`src/rtl/cdc_4phase_src.sv`:
```
// ----------------------------------------------------------------------------
// cdc_4phase_src
// Source (transmitter) half of a four-phase req/ack clock-domain crossing.
// A word accepted on the valid/ready side is registered onto async_data_o.
// async_req_o is raised on the same edge. The block then waits for the
// synchronized acknowledge, drops the request, and waits for the acknowledge
// to return low before it accepts the next word.
//
// Ports:
//   clk_i         source-domain clock
//   rst_ni        asynchronous active-low reset
//   valid_i       source presents a word on data_i
//   ready_o       block accepts a word this cycle (depends on flops only)
//   data_i        word to transfer
//   busy_o        handshake in progress
//   async_req_o   request level to the destination, straight from a flop
//   async_ack_i   acknowledge level from the destination (asynchronous)
//   async_data_o  data to the destination, straight from flops
// ----------------------------------------------------------------------------
module cdc_4phase_src #(
  parameter int unsigned WIDTH       = 32,
  parameter int unsigned SYNC_STAGES = 2
) (
  input  logic             clk_i,
  input  logic             rst_ni,
  input  logic             valid_i,
  output logic             ready_o,
  input  logic [WIDTH-1:0] data_i,
  output logic             busy_o,
  output logic             async_req_o,
  input  logic             async_ack_i,
  output logic [WIDTH-1:0] async_data_o
);

  if (SYNC_STAGES < 2) begin : g_bad_sync_stages
    $error("cdc_4phase_src: SYNC_STAGES must be at least 2");
  end

  typedef enum logic [1:0] {
    ST_IDLE    = 2'd0,
    ST_REQ     = 2'd1,
    ST_RELEASE = 2'd2
  } state_e;

  state_e                 state_q, state_d;
  logic                   req_q, req_d;
  logic [WIDTH-1:0]       data_q, data_d;
  logic [SYNC_STAGES-1:0] ack_sync_q;
  logic                   ack_sync;
  logic                   accept;

  assign ack_sync = ack_sync_q[SYNC_STAGES-1];

  // A stale ack that is still high, left by the previous handshake or by an
  // asymmetric reset, blocks a new transfer even in IDLE.
  assign ready_o      = (state_q == ST_IDLE) && !ack_sync;
  assign accept       = valid_i && ready_o;
  assign busy_o       = (state_q != ST_IDLE);
  assign async_req_o  = req_q;
  assign async_data_o = data_q;

  // Multi-flop synchronizer bringing the destination ack into clk_i.
  always_ff @(posedge clk_i or negedge rst_ni) begin
    if (!rst_ni) begin
      ack_sync_q <= '0;
    end else begin
      ack_sync_q <= {ack_sync_q[SYNC_STAGES-2:0], async_ack_i};
    end
  end

  // State, request and data registers.
  always_ff @(posedge clk_i or negedge rst_ni) begin
    if (!rst_ni) begin
      state_q <= ST_IDLE;
      req_q   <= 1'b0;
      data_q  <= '0;
    end else begin
      state_q <= state_d;
      req_q   <= req_d;
      data_q  <= data_d;
    end
  end

  // Next-state logic of the handshake FSM.
  always_comb begin
    state_d = state_q;
    case (state_q)
      ST_IDLE: begin
        if (accept) state_d = ST_REQ;
        else        state_d = ST_IDLE;
      end
      ST_REQ: begin
        // A falling ack while in REQ is ignored; only a high ack moves on.
        if (ack_sync) state_d = ST_RELEASE;
        else          state_d = ST_REQ;
      end
      ST_RELEASE: begin
        if (!ack_sync) state_d = ST_IDLE;
        else           state_d = ST_RELEASE;
      end
      default: state_d = ST_IDLE;
    endcase
  end

  // Next values of the request and data flops.
  always_comb begin
    req_d  = req_q;
    data_d = data_q;
    case (state_q)
      ST_IDLE: begin
        // Data is loaded only here, while req and ack_sync are both low, so
        // it is stable for the entire req-high and release phases.
        if (accept) begin
          req_d  = 1'b1;
          data_d = data_i;
        end else begin
          req_d  = 1'b0;
          data_d = data_q;
        end
      end
      ST_REQ: begin
        if (ack_sync) req_d = 1'b0;
        else          req_d = 1'b1;
      end
      ST_RELEASE: begin
        req_d = 1'b0;
      end
      default: begin
        req_d  = 1'b0;
        data_d = data_q;
      end
    endcase
  end

endmodule

```
`config.mk`:
```
export PLATFORM = sky130hd
export DESIGN_NAME = cdc_4phase_src
export DESIGN_NICKNAME = d
export VERILOG_FILES = /design/src/rtl/cdc_4phase_src.sv
export SDC_FILE = /design/constraint.sdc
export NUM_CORES = 1
export LEC_CHECK = 0
export BUFFER_PORTS_ARGS = -buffer_cell sky130_fd_sc_hd__clkbuf_2
export CAP_MARGIN = 15
export CORE_MARGIN = 1.5
export CORE_UTILIZATION = 40
export CTS_CLUSTER_DIAMETER = 50
export DETAILED_ROUTE_END_ITERATION = 8
export GPL_TIMING_DRIVEN = 0
export PLACE_DENSITY = 0.83
export SLEW_MARGIN = 20
export SYNTH_ARGS = -nofsm -noshare
export SYNTH_HDL_FRONTEND = slang
export SYNTH_SLANG_ARGS = --single-unit
```
`constraint.sdc`:
```
create_clock -name clk_i -period 1.5 [get_ports clk_i]
set_input_delay 0.075 -clock clk_i [delete_from_list [all_inputs] [get_ports clk_i]]
set_output_delay 0.075 -clock clk_i [all_outputs]
set_load 0.02 [all_outputs]
```
* Yosys cells after proc, flatten, opt, wreduce, memory -nomap -nowiden
Cells that the tools add are included.
** Word-level totals
- Logic and storage cells :: 19
- Register bits after elaboration :: 37
- Output and inout port bits :: 35
** Cells by class
- Multiplexer cells :: 7
- Equal/unequal tests :: 2
- Reductions and logical operators :: 6
** Operators with widths (number)
- case mux 2 bit (3 select lines) :: 1
- two-way mux 2 bit :: 2
- two-way mux 1 bit :: 3
- equality test 2 x 1 -> 1 bit, second input constant :: 1
- equality test 2 bit, second input constant :: 1
- logical AND 1 bit :: 2
- logical NOT 2 bit :: 1
- case mux 1 bit (2 select lines) :: 1
- AND reduction 2 bit :: 1
- nonzero test 2 bit :: 1
- logical NOT 1 bit :: 1

* Longest topological paths before layout
Gate-level depths: netlist (run 1).
- Depth after elaboration :: 5
- Gate-level depth with buffers :: 3
- Depth with buffers taken out :: 2

* Least setup slack after synthesis (run 1)
No wires, ideal clock.
- Path kind :: register to register
- Start point :: register ack_sync_q[1]
- End point :: register data_q[0], in the netlist async_data_o[0]
- Cell stages (with the launch flop) :: 4
- Buffers on the path :: 1
- Path slack :: 0.016 ns
- Clock period less this slack :: 1.484 ns
- Library setup time :: 0.125 ns
- Arrival time :: 1.360 ns
- Cell sequence :: dfrtp_1 -> nor4b_4 -> buf_6 -> mux2_2
** Between the ends
- Longest elaborated chain between the ends :: 4
** Ends and longest elaborated chain
- start: declaration :: line 48 : logic [SYNC_STAGES-1:0] ack_sync_q;
- start signal: assignment :: line 67 : ack_sync_q <= {ack_sync_q[SYNC_STAGES-2:0], async_ack_i};
- logical NOT 1 bit
- logical AND 1 bit :: line 56 : assign ready_o = (state_q == ST_IDLE) && !ack_sync;
- logical AND 1 bit :: line 57 : assign accept = valid_i && ready_o;
- AND reduction 2 bit (no line)
- end signal: assignment :: line 80 : data_q <= data_d;
- end: declaration :: line 47 : logic [WIDTH-1:0] data_q, data_d;
No other way between the ends.
A chain may end at the register's enable or synchronous reset.

* Worst setup path after layout (run 1)
- Start point :: register state_q[1]
- End point :: register data_q[26], in the netlist async_data_o[26]
** Between the ends
- Longest elaborated chain between the ends :: 4
** Ends and longest elaborated chain
- start: declaration :: line 45 : state_e state_q, state_d;
- start signal: assignment :: line 78 : state_q <= state_d;
- logical NOT 2 bit * :: line 56, 109
- logical AND 1 bit :: line 56
- logical AND 1 bit :: line 57
- AND reduction 2 bit (no line) *
Mark *: on every way between the ends. The rest lies on a longest branch, timed or not.

==> results of run 1 <==
-- power by group --
part,switching [mW],internal (mW),leakage (nW)
logic,0.587,0.506,0.626
clock network,0.276,0.221,0.0314
registers,0.149,1.26,0.434
total,1.01,1.99,1.09
-- through the flow --
step                setup TNS [ns]  power [mW]  hold WS (ns)
floorplan                        0        2.02        -0.221
global placement             -3.03        2.37         0.187
detailed placement           -3.95        2.43         0.188
CTS                              0        3.01      0.000109
global route                -0.613        3.18        0.0766
finish                     -0.0701        3.00        0.0612
-- layer usage --
layer	up-vias	wire, um	global-route usage, %	share of wire, %
li1	508	-	-	-
met5	-	0	0	0
met4	0	90	8.21	2.8
met1	535	1060	15.7	33
met3	8	126	3.31	4.0
met2	44	1910	34.1	60
-- final timing paths --
path,from,end,slack (ns),depth (start not counted)
setup / recovery,state_q[1],async_data_o[26],-0.02,4
hold / removal,valid_i,state_q[0],0.06,3
setup reg to reg,state_q[1],async_data_o[26],-0.02,4
hold reg to reg,ack_sync_q[0],ack_sync_q[1],0.36,0
max in group asynchronous,rst_ni,state_q[1],0.53,2
min in group asynchronous,rst_ni,async_data_o[26],0.40,2
-- cells by family after synthesis --
family	Yosys count	synth area share, %
flip-flops	37	67.0
multiplexers	32	26.1
AND/OR/NAND/NOR	7	3.89
buffers and inverters	3	2.44
XOR/XNOR	1	0.634
-- layout by cell type (no fill, tap or decap) --
cell / instances
sky130_fd_sc_hd__buf_4: 2
sky130_fd_sc_hd__dfrtp_2: 2
sky130_fd_sc_hd__xor2_1: 1
sky130_fd_sc_hd__mux2_2: 28
sky130_fd_sc_hd__nor4b_4: 1
sky130_fd_sc_hd__clkbuf_8: 1
sky130_fd_sc_hd__clkbuf_1: 1
sky130_fd_sc_hd__mux2_4: 2
sky130_fd_sc_hd__mux2_1: 2
sky130_fd_sc_hd__buf_2: 1
sky130_fd_sc_hd__buf_6: 1
sky130_fd_sc_hd__clkbuf_2: 69
sky130_fd_sc_hd__dlygate4sd3_1: 34
sky130_fd_sc_hd__nor3_1: 2
sky130_fd_sc_hd__and2_1: 1
sky130_fd_sc_hd__nor2_1: 2
sky130_fd_sc_hd__buf_8: 3
sky130_fd_sc_hd__dfrtp_1: 35
sky130_fd_sc_hd__clkbuf_4: 5
sky130_fd_sc_hd__or2_2: 1
-- final cells by class --
type | count | area share [%]
buffer | 3 | 2.02
sequential | 37 | 41.6
clock buffer | 7 | 2.46
tap | 46 | 2.58
timing repair buffer | 107 | 32.1
multi-input combinational | 40 | 19.3
-- cell usage after synthesis (all sizes together) --
cell type,instances,area (sq um)
dfrtp,37,926
mux2,32,360
buf,3,33.8
nor2,2,7.51
nor3,2,10.0
and2,1,6.26
nor4b,1,23.8
or2,1,6.26
xor2,1,8.76
-- worst max-delay path, stage by stage (launching register included) --
cell	delay, ns
sky130_fd_sc_hd__dfrtp_2	0.45
sky130_fd_sc_hd__nor4b_4	0.29
sky130_fd_sc_hd__buf_6	0.17
sky130_fd_sc_hd__buf_8	0.14
sky130_fd_sc_hd__mux2_1	0.34
-- flip-flops by register name, summed over array words and instances, names as in the netlist --
register	cells
ack_sync_q	2
async_data_o	32
async_req_o	1
state_q	2
-- timing repair --
action,in CTS,in global routing
hold endpoints to repair,68,2
hold buffers,32,2
setup endpoints to repair,30,31
pin swaps,1,0
setup buffers,3,0
resized for setup,3,6
==> out/metrics.cfg, run 1 <==
[placement]
place.detailed.hpwl_mm=2.04
post-place-ws_ns=-0.151
dpl_cell_area_sq_um=1790
port_buffers=70
routabilityCongestion=0.669
placedCellCount=196

[synthesis]
synth.distinct_cells=10
synth_area_per_cell_sq_um=17.3
syn_inst=80
synthesis.nets=116
syn-cell-area_sq_um=1380
ys_seq_area_share_pct=67.0
yosysWarnings=0
yosys_register_bits=37

[routing]
remaining_drc_errors=0
drt-pass1-iter-count=4
routed_via_density=4.56
drt-total-wl_mm=3.19
drt.antenna.violating_nets=0
route.vias.total=1095
wl_per_cell_um=13.3
drt_iter0_markers=28

[cells_and_area]
final_util_pct=66.9
area.growth.synth_to_final_pct=61.5
final_cell_count_no_fill=240
nFillCells=260
layout.area.seq_sq_um=928
n_antenna_cell=0
total_area_of_multi_input_combinational_cells_sq_um=430
final_cell_area_sq_um=2230
design.final.nets=230
post_route_cells_drive_above_1_share_pct=59.8

[timing]
setup_viol_count_final=9
worst-slew-pin-transition_ns=0.857
finalHoldViolations=0
max_clock_freq_mhz=660
drv_slew=0
relSlewSlack_pct=42.9
setup_slack_ns=-0.0162
rsz_0062_raised_after_global_routing=yes
period_needed_ns=1.52
final_min_period_over_clock_period_pct=101
finClkSkew_ns=0.00252

[global_route]
grt.total_usage_pct=16.9
via_count_of_the_first_global_routing_pass=1122
global_route.overflow_total=0
initial_antenna_violation_count=0
grt_max_degree=38
wire_length_of_the_first_global_routing_pass_mm=4.62

[worst_setup_path]
critPathArrivalTime_ns=1.71
timing.critical_path.from_type=flip-flop
required_ns=1.70
critical_path.max_fanout=10
critPathCaptureType=flip-flop
critPathKind=flip-flop to flip-flop

[run]
max_cap_viol_count=0

[die]
floorplan.rows=21
die_x_um=61.8
io-pin-count=71
floorplan.initialDensity_pct=41.4
die_area_sq_um=3820
die-height_um=61.8
core_area_sq_um=3340

[pwr]
max-vdd-ir-drop_mv=0.861
pwr_density_cell_nw_per_um2=1340
power.static_leakage_nw=1.09

[clock_network]
cts_tree=yes
clkLatencyLatePin_ns=0.31
tritoncts.num_buffers=5
clock_path_buffers=2
cts.clk_slew.worst_paths_ns=0.09
cts.htree.levels=2
clock_tree.root_cell=sky130_fd_sc_hd__clkbuf_4
tritoncts_num_sinks=37

[outcome]
status=complete, but fails checks
failing_checks=setup timing

[hold_path]
hold_class=primary input to flip-flop

No activity file was read; power rests on OpenSTA's default activity.
==> inputs of run 2 (changes only) <==
==> constraint.sdc (replaced) <==
create_clock -name clk_i -period 1.3 [get_ports clk_i]
set_input_delay 0.065 -clock clk_i [delete_from_list [all_inputs] [get_ports clk_i]]
set_output_delay 0.065 -clock clk_i [all_outputs]
set_load 0.02 [all_outputs]
==> run 2 against run 1 <==
The flow still finishes with violations (setup timing). Wire length up 8.7%. Sequential share of layout area down 1.1 points. First-iteration DRC count up 7.1%. Clock skew up 0.00063 ns. Cell area up 2.8%. Total power up 19%. Critical path depth unchanged. Largest cell class unchanged. Register-to-register slack worse by 0.20 ns. Critical path type unchanged. Highest routed layer unchanged.
==> out/metrics.cfg, run 2 (synthesis results as in run 1) <==
[outcome]
status=complete, but fails checks
failing_checks=setup timing

[timing]
setup_slack_ns=-0.214
rsz_0062_raised_after_global_routing=yes
final_min_period_over_clock_period_pct=116
drv_slew=0
worst-slew-pin-transition_ns=0.868
setup_viol_count_final=34
max_clock_freq_mhz=660
relSlewSlack_pct=42.1
fin_tns_setup_ns=-6.26
finalHoldViolations=0
finClkSkew_ns=0.00315
period_needed_ns=1.51

[clock_network]
cts_tree=yes
clock_path_buffers=2
clock_tree.root_cell=sky130_fd_sc_hd__clkbuf_4
tritoncts_num_sinks=37
clkLatencyLatePin_ns=0.32
cts.htree.levels=2
tritoncts.num_buffers=5
cts.clk_slew.worst_paths_ns=0.10

[die]
floorplan.rows=21
die-height_um=61.8
core_area_sq_um=3340
die_x_um=61.8
floorplan.initialDensity_pct=41.4
io-pin-count=71
die_area_sq_um=3820

[global_route]
initial_antenna_violation_count=0
via_count_of_the_first_global_routing_pass=1163
wire_length_of_the_first_global_routing_pass_mm=4.80
grt_max_degree=38
grt.total_usage_pct=17.7
global_route.overflow_total=0

[pwr]
pwr_density_cell_nw_per_um2=1560
power_frac_clock_pct=16.3
power.net_switching_mw=1.21
seq_power_share_pct=45.9
power.static_leakage_nw=1.14
max-vdd-ir-drop_mv=0.992
power.combinational.fraction_pct=37.8
power.internal_mw=2.36
switching_share_pct=33.8

[routing]
remaining_drc_errors=0
drt_iter0_markers=30
drt-total-wl_mm=3.46
route.vias.total=1091
routed_via_density=4.53
drt.antenna.violating_nets=0
wl_per_cell_um=14.4
drt-pass1-iter-count=4

[run]
max_cap_viol_count=0

[placement]
routabilityCongestion=0.669
place.detailed.hpwl_mm=2.04
port_buffers=70

[worst_setup_path]
reg2reg_setup_slack_ns=-0.21
critPathCaptureType=flip-flop
critPathKind=flip-flop to flip-flop
critical_path.max_fanout=10
required_ns=1.51
critPathArrivalTime_ns=1.72
timing.critical_path.from_type=flip-flop

[cells_and_area]
area.growth.synth_to_final_pct=66.1
nFillCells=250
design.final.nets=231
n_antenna_cell=0
mostFrequentLayoutCell=sky130_fd_sc_hd__clkbuf_2
post_route_cells_drive_above_1_share_pct=61.5
largest_register_ff_count=32
layout.cells.most_common_list=sky130_fd_sc_hd__clkbuf_2 (68), sky130_fd_sc_hd__dfrtp_1 (35), sky130_fd_sc_hd__dlygate4sd3_1 (34)
final_util_pct=68.8

[hold_path]
hold_class=primary input to flip-flop

run 2: critical path: stages (launching register included):
cell,delay (ns)
sky130_fd_sc_hd__dfrtp_2,0.45
sky130_fd_sc_hd__nor4b_4,0.30
sky130_fd_sc_hd__buf_6,0.17
sky130_fd_sc_hd__buf_8,0.14
sky130_fd_sc_hd__mux2_2,0.34
run 2: through the flow:
step | hold slack [ns] | total power, mW | instance area [sq um] | cells | setup slack [ns]
5_1_grt | 0.0685 | 3.77 | 2300 | 241 | -0.251
3_5_place_dp | 0.178 | 2.80 | 1790 | 196 | -0.351
3_3_place_gp | 0.177 | 2.73 | 1790 | 196 | -0.303
2_1_floorplan | -0.231 | 2.33 | 1380 | 80 | -0.184
4_1_cts | 0.0318 | 3.53 | 2250 | 241 | -0.196
6_report | 0.0649 | 3.57 | 2300 | 241 | -0.214
run 2: per-layer routing:
| layer | up-vias | track usage, % | routed length [um] |
|---|---|---|---|
| met2 | 42 | 36.4 | 2070 |
| met1 | 537 | 15.8 | 1210 |
| met3 | 6 | 3.52 | 106 |
| met5 | - | 0 | 0 |
| met4 | 0 | 8.51 | 74 |
| li1 | 506 | - | - |
run 2: what timing repair did:
| action | in CTS | in global routing |
|---|---|---|
| pin swaps | 1 | 0 |
| buffers inserted | 4 | 0 |
| setup endpoints to repair | 34 | 34 |
| hold buffers | 34 | 0 |
| endpoints found under the hold margin | 70 | 0 |
| resized for setup | 10 | 15 |
run 2: power groups by stage:
stage | Sequential, mW | Combinational, mW | Clock, mW
final | 1.64 | 1.35 | 0.583
after floorplan | 1.99 | 0.342 | 0
after global routing | 1.67 | 1.45 | 0.648
after CTS | 1.62 | 1.30 | 0.602
after detailed placement | 1.65 | 1.15 | 0
after global placement | 1.61 | 1.12 | 0
run 2: path summary, 6_finish.rpt:
| check | cells after the start | to | from |
|---|---|---|---|
| setup / recovery | 4 | async_data_o[7] | state_q[1] |
| hold / removal | 3 | state_q[0] | valid_i |
| setup reg to reg | 4 | async_data_o[7] | state_q[1] |
| hold reg to reg | 0 | ack_sync_q[1] | ack_sync_q[0] |
| max in group asynchronous | 2 | state_q[1] | rst_ni |
| min in group asynchronous | 2 | async_data_o[30] | rst_ni |
run 2: area by class of cell:
| class | instances | area (sq um) | area share [%] |
|---|---|---|---|
| Timing Repair Buffer | 108 | 731 | 31.8 |
| Buffer | 3 | 50.0 | 2.18 |
| Sequential cell | 37 | 928 | 40.4 |
| Clock buffer | 7 | 55.1 | 2.40 |
| Multi-Input combinational cell | 40 | 474 | 20.7 |
| Tap cell | 46 | 57.6 | 2.51 |
==> inputs of run 3 (changes only) <==
--- a/config.mk
+++ b/config.mk
@@ -13,6 +13,7 @@
 export DETAILED_ROUTE_END_ITERATION = 8
 export GPL_TIMING_DRIVEN = 0
 export PLACE_DENSITY = 0.83
+export REMOVE_ABC_BUFFERS = 1
 export SLEW_MARGIN = 20
 export SYNTH_ARGS = -nofsm -noshare
 export SYNTH_HDL_FRONTEND = slang
==> run 3 against run 2 <==
The run still ends with setup timing left. Wire length grew 18%. Maximum frequency shrank 3.8%. Sequential power is essentially flat. Sequential share of layout area shrank 1.3 points. Cell area grew 3.0%. Count of clock-buffer cells in the layout shrank 1. Cell count grew 1.7%. Critical path depth is the same. Critical path type unchanged. Largest power group unchanged. Highest routed layer unchanged.
==> out/metrics.cfg, run 3 (synthesis results as in run 1) <==
[worst_setup_path]
critical_path.max_fanout=6
critPathKind=flip-flop to flip-flop
timing.critical_path.from_type=flip-flop
critPathCaptureType=flip-flop
critPathArrivalTime_ns=1.79
required_ns=1.52

[global_route]
grt_max_degree=38
global_route.peak_usage_layer=met2
grt.total_usage_pct=21.2
via_count_of_the_first_global_routing_pass=1134
grt.met2_usage_pct=37.6
global_route.overflow_total=0
met3_usage_pct=7.04
wire_length_of_the_first_global_routing_pass_mm=5.49
gr-usage-met1_pct=24.3
initial_antenna_violation_count=0

[cells_and_area]
n_antenna_cell=0
nFillCells=214
final_cell_area_sq_um=2360
area.growth.synth_to_final_pct=71.0
layout.cells.most_common_list=sky130_fd_sc_hd__clkbuf_2 (68), sky130_fd_sc_hd__dfrtp_1 (37), sky130_fd_sc_hd__dlygate4sd3_1 (34)
largest_register_ff_count=32
mostFrequentLayoutCell=sky130_fd_sc_hd__clkbuf_2
post_route_cells_drive_above_1_share_pct=60.3
design.final.nets=234

[timing]
relSlewSlack_pct=41.7
max_clock_freq_mhz=635
finClkSkew_ns=0.00713
worst-slew-pin-transition_ns=0.874
final_min_period_over_clock_period_pct=121
setup_viol_count_final=34
drv_slew=0
finalHoldViolations=0
period_needed_ns=1.57
setup_slack_ns=-0.274
rsz_0062_raised_after_global_routing=yes

[die]
die-height_um=61.8
die_x_um=61.8
die_area_sq_um=3820
floorplan.initialDensity_pct=41.4
floorplan.rows=21
io-pin-count=71
core_area_sq_um=3340

[clock_network]
cts.clk_slew.worst_paths_ns=0.11
clkLatencyLatePin_ns=0.33
clock_path_buffers=2
tritoncts.num_buffers=5
tritoncts_num_sinks=37
cts_tree=yes
cts.htree.levels=2
clock_tree.root_cell=sky130_fd_sc_hd__clkbuf_4

[placement]
dpl_cell_area_sq_um=1780
place.detailed.hpwl_mm=2.01
port_buffers=70
routabilityCongestion=0.545

[run]
max_cap_viol_count=0

[routing]
route.vias.total=1127
drt-total-wl_mm=4.07
wl_per_cell_um=16.6
drt.antenna.violating_nets=0
routed_via_density=4.60
remaining_drc_errors=0
drt-pass1-iter-count=4
drt_iter0_markers=36

[pwr]
total_power_mw=3.67
pwr_density_cell_nw_per_um2=1550
max-vdd-ir-drop_mv=0.865
power.static_leakage_nw=1.19

[outcome]
failing_checks=setup timing
status=complete, but fails checks

[hold_path]
hold_class=primary input to flip-flop

-- run 3: path summary, 6_finish.rpt --
check	from	to	slack (ns)	cells after the start
max	state_q[0]	async_data_o[11]	-0.27	4
min	valid_i	state_q[0]	0.09	3
max reg2reg	state_q[0]	async_data_o[11]	-0.27	4
min reg2reg	ack_sync_q[0]	ack_sync_q[1]	0.36	0
max in group asynchronous	rst_ni	async_data_o[31]	0.35	2
min in group asynchronous	rst_ni	async_data_o[20]	0.40	2
-- run 3: area by class of cell --
type	count	area, sq um	area share (%)
sequential	37	926	39.2
timing repair buffer	114	815	34.4
multi-input combinational	40	515	21.8
clock inverter	2	10.0	0.423
tap	46	57.6	2.43
clock buffer	6	41.3	1.75
-- run 3: power by group --
group	internal, mW	leakage (nW)	switching [mW]
registers	1.45	0.437	0.196
logic	0.718	0.725	0.735
clock network	0.206	0.0320	0.359
-- run 3: routing by layer --
metal	routed length (um)	part of all wire [%]
met1	1640	40
met2	2160	53
met3	228	5.6
met4	48	1.2
met5	0	0
-- run 3: timing repair --
action                     CTS  global route
buffers inserted             7             0
hold buffers                34             0
cloned                       1             0
setup endpoints to repair   34            34
pin swaps                    2             0
hold endpoints to repair    70             0
resized for setup           26             9
-- run 3: critical path, stage by stage (launching register included) --
cell and delay, ns:
sky130_fd_sc_hd__dfrtp_1 0.44, sky130_fd_sc_hd__nor4b_4 0.33, sky130_fd_sc_hd__buf_4 0.22, sky130_fd_sc_hd__buf_8 0.15, sky130_fd_sc_hd__mux2_4 0.31
-- run 3: through the flow --
step           cells  hold slack (ns)  utilization (%)  setup TNS, ns  worst slack, ns
2_1_floorplan     77           -0.231                -         -26.93           -0.844
3_3_place_gp     193            0.177             52.6         -35.58            -1.12
3_5_place_dp     195            0.183             53.2         -13.07           -0.513
4_1_cts          245           0.0130             70.1          -5.47           -0.188
5_1_grt          245           0.0813             70.9          -9.25           -0.301
6_report         245           0.0887             70.9          -8.22           -0.274
